--- src/rtl/delay_ctrl_pkg.sv ---
// Shared types and default parameters for the delay launch/capture path.
package delay_ctrl_pkg;

    // Controller states
    typedef enum logic [1:0] {
        S_IDLE    = 2'd0,
        S_SETTLE  = 2'd1,
        S_MEASURE = 2'd2,
        S_DONE    = 2'd3
    } state_e;

    // Default configuration; TIMEOUT must stay below 2**CNT_W
    localparam int DEF_CNT_W       = 8;
    localparam int DEF_TIMEOUT     = 200;
    localparam int DEF_SETTLE_CYC  = 4;
    localparam int DEF_SYNC_STAGES = 2;

    // Latency count as reported at the default width
    typedef logic [DEF_CNT_W-1:0] count_t;

endpackage

--- src/rtl/bit_sync.sv ---
// Multi-flop synchroniser for a single asynchronous bit.
module bit_sync #(
    parameter int STAGES = 2
) (
    input  logic clk,
    input  logic rst,
    input  logic d,
    output logic q
);

    logic [STAGES-1:0] sync_q;

    // Shift the asynchronous input through the flop chain
    always_ff @(posedge clk or posedge rst) begin
        if (rst) begin
            sync_q <= '0;
        end else begin
            sync_q <= {sync_q[STAGES-2:0], d};
        end
    end

    assign q = sync_q[STAGES-1];

endmodule

--- src/rtl/delay_launch_ctrl.sv ---
// Launch/capture controller: drives one controlled edge into the delay chain,
// watches the synchronised return and reports loop latency in clock cycles.
module delay_launch_ctrl
    import delay_ctrl_pkg::*;
#(
    parameter int CNT_W       = DEF_CNT_W,
    parameter int TIMEOUT     = DEF_TIMEOUT,
    parameter int SETTLE_CYC  = DEF_SETTLE_CYC,
    parameter int SYNC_STAGES = DEF_SYNC_STAGES
) (
    input  logic             clk,
    input  logic             rst,
    input  logic             start,
    input  logic             edge_sel,
    output logic             launch,
    input  logic             ret,
    output logic             busy,
    output logic             done,
    output logic             timeout,
    output logic [CNT_W-1:0] count
);

    localparam int SW = $clog2(SETTLE_CYC + 1);

    logic             ret_sync;
    state_e           state_q,   state_d;
    logic             sel_q,     sel_d;
    logic             launch_q,  launch_d;
    logic             busy_q,    busy_d;
    logic             done_q,    done_d;
    logic             timeout_q, timeout_d;
    logic [CNT_W-1:0] count_q,   count_d;
    logic [CNT_W-1:0] cnt_q,     cnt_d;
    logic [CNT_W-1:0] settle_q,  settle_d;
    logic [SW-1:0]    stable_q,  stable_d;

    bit_sync #(.STAGES(SYNC_STAGES)) u_ret_sync (
        .clk (clk),
        .rst (rst),
        .d   (ret),
        .q   (ret_sync)
    );

    // Next-state and output decode; everything holds unless a state acts on it
    always_comb begin
        state_d   = state_q;
        sel_d     = sel_q;
        launch_d  = launch_q;
        busy_d    = busy_q;
        done_d    = 1'b0;
        timeout_d = timeout_q;
        count_d   = count_q;
        cnt_d     = cnt_q;
        settle_d  = settle_q;
        stable_d  = stable_q;
        case (state_q)
            S_IDLE: begin
                if (start) begin
                    sel_d     = edge_sel;
                    count_d   = '0;
                    timeout_d = 1'b0;
                    busy_d    = 1'b1;
                    cnt_d     = '0;
                    settle_d  = '0;
                    stable_d  = '0;
                    state_d   = S_SETTLE;
                end else begin
                    state_d = S_IDLE;
                end
            end
            S_SETTLE: begin
                // Hold the chain at its idle level until the return agrees
                launch_d = sel_q;
                if ((ret_sync == sel_q) && (stable_q == SW'(SETTLE_CYC - 1))) begin
                    // Launch edge (T0): measurement starts from zero
                    launch_d = ~sel_q;
                    cnt_d    = '0;
                    stable_d = '0;
                    state_d  = S_MEASURE;
                end else if (settle_q == CNT_W'(TIMEOUT - 1)) begin
                    timeout_d = 1'b1;
                    count_d   = '0;
                    done_d    = 1'b1;
                    state_d   = S_DONE;
                end else begin
                    settle_d = settle_q + CNT_W'(1);
                    if (ret_sync == sel_q) begin
                        stable_d = stable_q + SW'(1);
                    end else begin
                        stable_d = '0;
                    end
                end
            end
            S_MEASURE: begin
                // First sample at the launched level ends the measurement
                if (ret_sync == ~sel_q) begin
                    count_d = cnt_q;
                    done_d  = 1'b1;
                    state_d = S_DONE;
                end else if (cnt_q == CNT_W'(TIMEOUT - 1)) begin
                    cnt_d     = CNT_W'(TIMEOUT);
                    count_d   = CNT_W'(TIMEOUT);
                    timeout_d = 1'b1;
                    done_d    = 1'b1;
                    state_d   = S_DONE;
                end else begin
                    cnt_d = cnt_q + CNT_W'(1);
                end
            end
            S_DONE: begin
                busy_d  = 1'b0;
                state_d = S_IDLE;
            end
            default: begin
                busy_d  = 1'b0;
                state_d = S_IDLE;
            end
        endcase
    end

    // State and output registers; rst returns all to idle with launch low
    always_ff @(posedge clk or posedge rst) begin
        if (rst) begin
            state_q   <= S_IDLE;
            sel_q     <= 1'b0;
            launch_q  <= 1'b0;
            busy_q    <= 1'b0;
            done_q    <= 1'b0;
            timeout_q <= 1'b0;
            count_q   <= '0;
            cnt_q     <= '0;
            settle_q  <= '0;
            stable_q  <= '0;
        end else begin
            state_q   <= state_d;
            sel_q     <= sel_d;
            launch_q  <= launch_d;
            busy_q    <= busy_d;
            done_q    <= done_d;
            timeout_q <= timeout_d;
            count_q   <= count_d;
            cnt_q     <= cnt_d;
            settle_q  <= settle_d;
            stable_q  <= stable_d;
        end
    end

    assign launch  = launch_q;
    assign busy    = busy_q;
    assign done    = done_q;
    assign timeout = timeout_q;
    assign count   = count_q;

endmodule

--- config.mk ---
export PLATFORM = sky130hd
export DESIGN_NAME = delay_launch_ctrl
export DESIGN_NICKNAME = d
export VERILOG_FILES = /design/src/rtl/delay_ctrl_pkg.sv /design/src/rtl/bit_sync.sv /design/src/rtl/delay_launch_ctrl.sv
export SDC_FILE = /design/constraint.sdc
export NUM_CORES = 1
export LEC_CHECK = 0
export CORE_MARGIN = 8
export CORE_UTILIZATION = 35
export CTS_BUF_LIST = sky130_fd_sc_hd__clkbuf_8
export DETAILED_ROUTE_END_ITERATION = 10
export PLACE_DENSITY = 0.54
export SYNTH_ARGS = -nofsm -noshare
export SYNTH_HDL_FRONTEND = slang
export SYNTH_SLANG_ARGS = --single-unit
--- constraint.sdc ---
create_clock -name clk -period 5.5 [get_ports clk]
set_input_delay 1.375 -clock clk [delete_from_list [all_inputs] [get_ports clk]]
set_output_delay 1.375 -clock clk [all_outputs]
set_load 0.01 [all_outputs]
==> impl_metrics.py <==
metrics = {
    "outcome": {
        "status": "finished clean",
    },
    "final_layout": {
        "diodes": 0,
        "fin_area_um2": 2400,
        "layout-drive-gt1-share_pct": 9.05,
        "total_nets_final": 234,
        "fillCellCount": 596,
        "area_growth_from_synthesis_to_layout_pct": 16.4,
        "final_util_pct": 41.3,
    },
    "power_and_ir_drop": {
        "p_clk_share_pct": 18.9,
        "power.share.switching_pct": 42.4,
        "cellInternalPower_uw": 698,
        "netSwitchingPower_uw": 513,
        "p_leak_uw": 0.000996,
        "share_seq_of_total_power_pct": 34.1,
        "share_comb_of_total_power_pct": 47.0,
        "vdd.ir_drop.worst_uv": 157,
        "power.density_nw_per_um2": 504,
    },
    "route": {
        "dr_total_vias": 1676,
        "detail-route-antenna-nets": 0,
        "drt_pass1_iterations": 4,
        "routed_wirelength_mm": 4.86,
        "post_drt_via_cell_ratio": 5.66,
        "drt_drc_violations_left": 0,
        "avgRoutedWirePerCell_um": 16.4,
        "dr.first_iter.drc_count": 108,
    },
    "sta": {
        "final_hold_viol_count": 0,
        "drv_slew": 0,
        "fin_worst_hold_slack_ns": 0.358,
        "setup_tns_ns": 0,
        "setup_viol": 0,
        "grt_setup_unrepaired": "no",
        "period_share_pct": 54.4,
        "min_period_ns": 2.99,
        "slew_headroom_pct": 34.7,
        "worst_slew_pin_slew_ns": 0.952,
        "achievable-frequency_mhz": 334,
        "clock_skew_ns": 0.00393,
    },
    "grt": {
        "grt_util_all_layers_pct": 12.4,
        "grt_antenna_before_repair": 0,
        "met1_usage_pct": 15.7,
        "globalRoute.totalOverflow": 0,
        "grt_use_met2_pct": 19.9,
        "use_met3_pct": 2.83,
        "grt_start_max_net_pins": 37,
        "wire_length_of_the_first_global_routing_pass_mm": 8.60,
        "global_route.peak_usage_layer": "met2",
        "first_global_vias": 1703,
    },
    "clock_tree": {
        "post_cts.repair.setup_buffers": 0,
        "clkTransAtPathRegs_ns": 0.07,
        "cts_num_sinks": 36,
        "tritoncts": "yes",
        "ctsRootBufferMaster": "sky130_fd_sc_hd__clkbuf_8",
        "htree_num_levels": 2,
        "post_cts_resize_count": 0,
        "cts_buffers": 5,
        "clkLatencyLatePin_ns": 0.29,
        "cts-root-to-sink-buffers": 2,
        "holdBufCountCts": 0,
    },
    "setup_path": {
        "startpoint_type": "primary input",
        "critPathMaxFanout": 11,
        "setup.worst_path.class": "in -> reg",
        "worst_ep_arrival_time_ns": 3.17,
        "critPathRequiredTime_ns": 5.68,
        "worst_setup_path_end_kind": "register",
    },
    "logic_synthesis": {
        "synth-seq-cells": 36,
        "ys_seq_area_share_pct": 43.6,
        "yosys.area.top_type": "sky130_fd_sc_hd__dfrtp_1",
        "post_synthesis_net_count": 217,
        "synth_cell_types": 46,
        "syn-mean-instance-area_um2": 10.2,
        "synthFlopType": "sky130_fd_sc_hd__dfrtp_1",
        "synth.cell_area_um2": 2060,
        "ys_warn_count": 0,
        "async_flop_share_pct": 100,
        "share_of_the_synthesized_area_in_the_top_cell_type_pct": 43.6,
        "number_of_enable_type_register_cells_in_the_synthesized_netlist": 0,
        "leading_post_synthesis_cells_by_cell_area": "sky130_fd_sc_hd__dfrtp_1 44%, sky130_fd_sc_hd__ha_1 5.5%, sky130_fd_sc_hd__mux2i_1 2.9%",
        "synth_cells": 203,
    },
    "placement": {
        "place.gp.congestion": 0.804,
        "dp.final_hpwl_mm": 3.46,
        "postPlaceCellArea_um2": 2300,
        "port_buffer_cells": 16,
    },
    "floorplan": {
        "fp-row-count": 28,
        "design.die.area_um2": 8610,
        "floorplan.io_pins": 17,
        "initial_standard_cell_utilization_of_the_core_pct": 35.5,
        "die-width_um": 92.8,
        "die_h_um": 92.8,
        "fp.coreArea_um2": 5820,
    },
    "run": {
        "max-cap-violations": 0,
    },
    "worst_hold_path": {
        "worst_hold_class": "reg -> reg",
    },
}
==> area by class of cell <==
| type | instances | area (µm²) | area share [%] |
|---|---|---|---|
| clock inverter | 3 | 38.8 | 1.61 |
| sequential | 36 | 901 | 37.5 |
| clock buffer | 5 | 68.8 | 2.86 |
| multi-input combinational | 145 | 1070 | 44.7 |
| tap | 75 | 93.8 | 3.90 |
| timing repair buffer | 18 | 175 | 7.29 |
| inverter | 14 | 52.6 | 2.19 |
==> worst paths after layout <==
path | endpoint | cells past startpoint | from | slack, ns
min | u_ret_sync.sync_q[1] | 0 | u_ret_sync.sync_q[0] | 0.36
min reg2reg | u_ret_sync.sync_q[1] | 0 | u_ret_sync.sync_q[0] | 0.36
max reg2reg | cnt_q[1] | 6 | state_q[1] | 2.61
max | cnt_q[1] | 5 | start | 2.51
min in group asynchronous | launch | 3 | rst | 1.48
max in group asynchronous | cnt_q[1] | 3 | rst | 3.68
==> cells by family after synthesis <==
group,Yosys count,synth area share [%]
buf+inv,22,4.36
flops,36,43.6
xor+xnor,3,1.64
compound gates,63,23.8
fa+ha+maj,9,5.45
mux,11,5.64
simple gates,59,15.5
==> worst max-delay path: stages <==
cell and delay, ns:
sky130_fd_sc_hd__clkdlybuf4s50_1 0.52, sky130_fd_sc_hd__nand2b_1 0.14, sky130_fd_sc_hd__nand2b_1 0.24, sky130_fd_sc_hd__or3_1 0.57, sky130_fd_sc_hd__mux2_2 0.31
==> cells in the final DEF, fill, tap and decap left out, drive strengths merged, types with 2 or more instances in the layout <==
cell            n
o22ai           4
o31ai           3
nor2b           2
buf             2
dfrtp          36
or4             2
mux2i           6
o211ai          2
or3             2
and3            5
a22o            5
o21ai           9
a21oi          11
xor2            2
clkdlybuf4s50  16
a31oi           2
nor2            9
a221o           2
ha              9
nand4           4
or4b            2
a211oi          3
nand2          16
mux2            5
o22a            3
inv            15
a2bb2oi         3
nand2b          3
nand3           6
a2111oi         4
clkbuf          5
nor3            3
o221ai          5
a41oi           2
==> registers in the layout (all words and copies together), names as in the netlist <==
register and cells:
cnt_q 8, count 8, settle_q 8, stable_q 3
state_q 2, u_ret_sync.sync_q 2, busy 1, done 1
launch 1, sel_q 1, timeout 1
==> metal layers <==
layer / share of wire (%) / vias to the layer above
met1: 47 / 838
met4: 0.99 / 0
met5: 0 / -
li1: - / 802
met2: 49 / 31
met3: 3.0 / 5
==> stage by stage <==
stage | setup slack, ns | instances | total power (µW)
6_report | 2.51 | 296 | 1210
5_1_grt | 2.33 | 296 | 1320
4_1_cts | 2.53 | 296 | 1220
3_5_place_dp | 2.21 | 288 | 988
3_3_place_gp | 2.22 | 288 | 984
2_1_floorplan | 3.07 | 203 | 820
==> power by group through the flow <==
stage,Clock [µW],Sequential [µW],Combinational (µW)
2_1_floorplan,0,410,411
3_3_place_gp,0,415,569
3_5_place_dp,0,417,571
4_1_cts,238,412,574
5_1_grt,247,426,643
6_report,229,413,569
==> synthesized netlist by cell type (2+ instances only) <==
cell and number:
sky130_fd_sc_hd__a2111oi_0 2, sky130_fd_sc_hd__a2111oi_4 2, sky130_fd_sc_hd__a211oi_1 3, sky130_fd_sc_hd__a21oi_1 11
sky130_fd_sc_hd__a221o_1 2, sky130_fd_sc_hd__a22o_1 5, sky130_fd_sc_hd__a2bb2oi_1 3, sky130_fd_sc_hd__a31oi_1 2
sky130_fd_sc_hd__a41oi_1 2, sky130_fd_sc_hd__and3_1 5, sky130_fd_sc_hd__clkbuf_1 7, sky130_fd_sc_hd__dfrtp_1 36
sky130_fd_sc_hd__ha_1 9, sky130_fd_sc_hd__inv_1 14, sky130_fd_sc_hd__mux2_2 5, sky130_fd_sc_hd__mux2i_1 6
sky130_fd_sc_hd__nand2_1 16, sky130_fd_sc_hd__nand2b_1 3, sky130_fd_sc_hd__nand3_1 6, sky130_fd_sc_hd__nand4_1 4
sky130_fd_sc_hd__nor2_1 9, sky130_fd_sc_hd__nor2b_1 2, sky130_fd_sc_hd__nor3_1 3, sky130_fd_sc_hd__o211ai_1 2
sky130_fd_sc_hd__o21ai_0 9, sky130_fd_sc_hd__o221ai_1 5, sky130_fd_sc_hd__o22a_1 3, sky130_fd_sc_hd__o22ai_1 4
sky130_fd_sc_hd__o31ai_1 3, sky130_fd_sc_hd__or3_1 2, sky130_fd_sc_hd__or4_1 2, sky130_fd_sc_hd__or4b_1 2
Note: power is estimated with default switching activity, not from simulation.
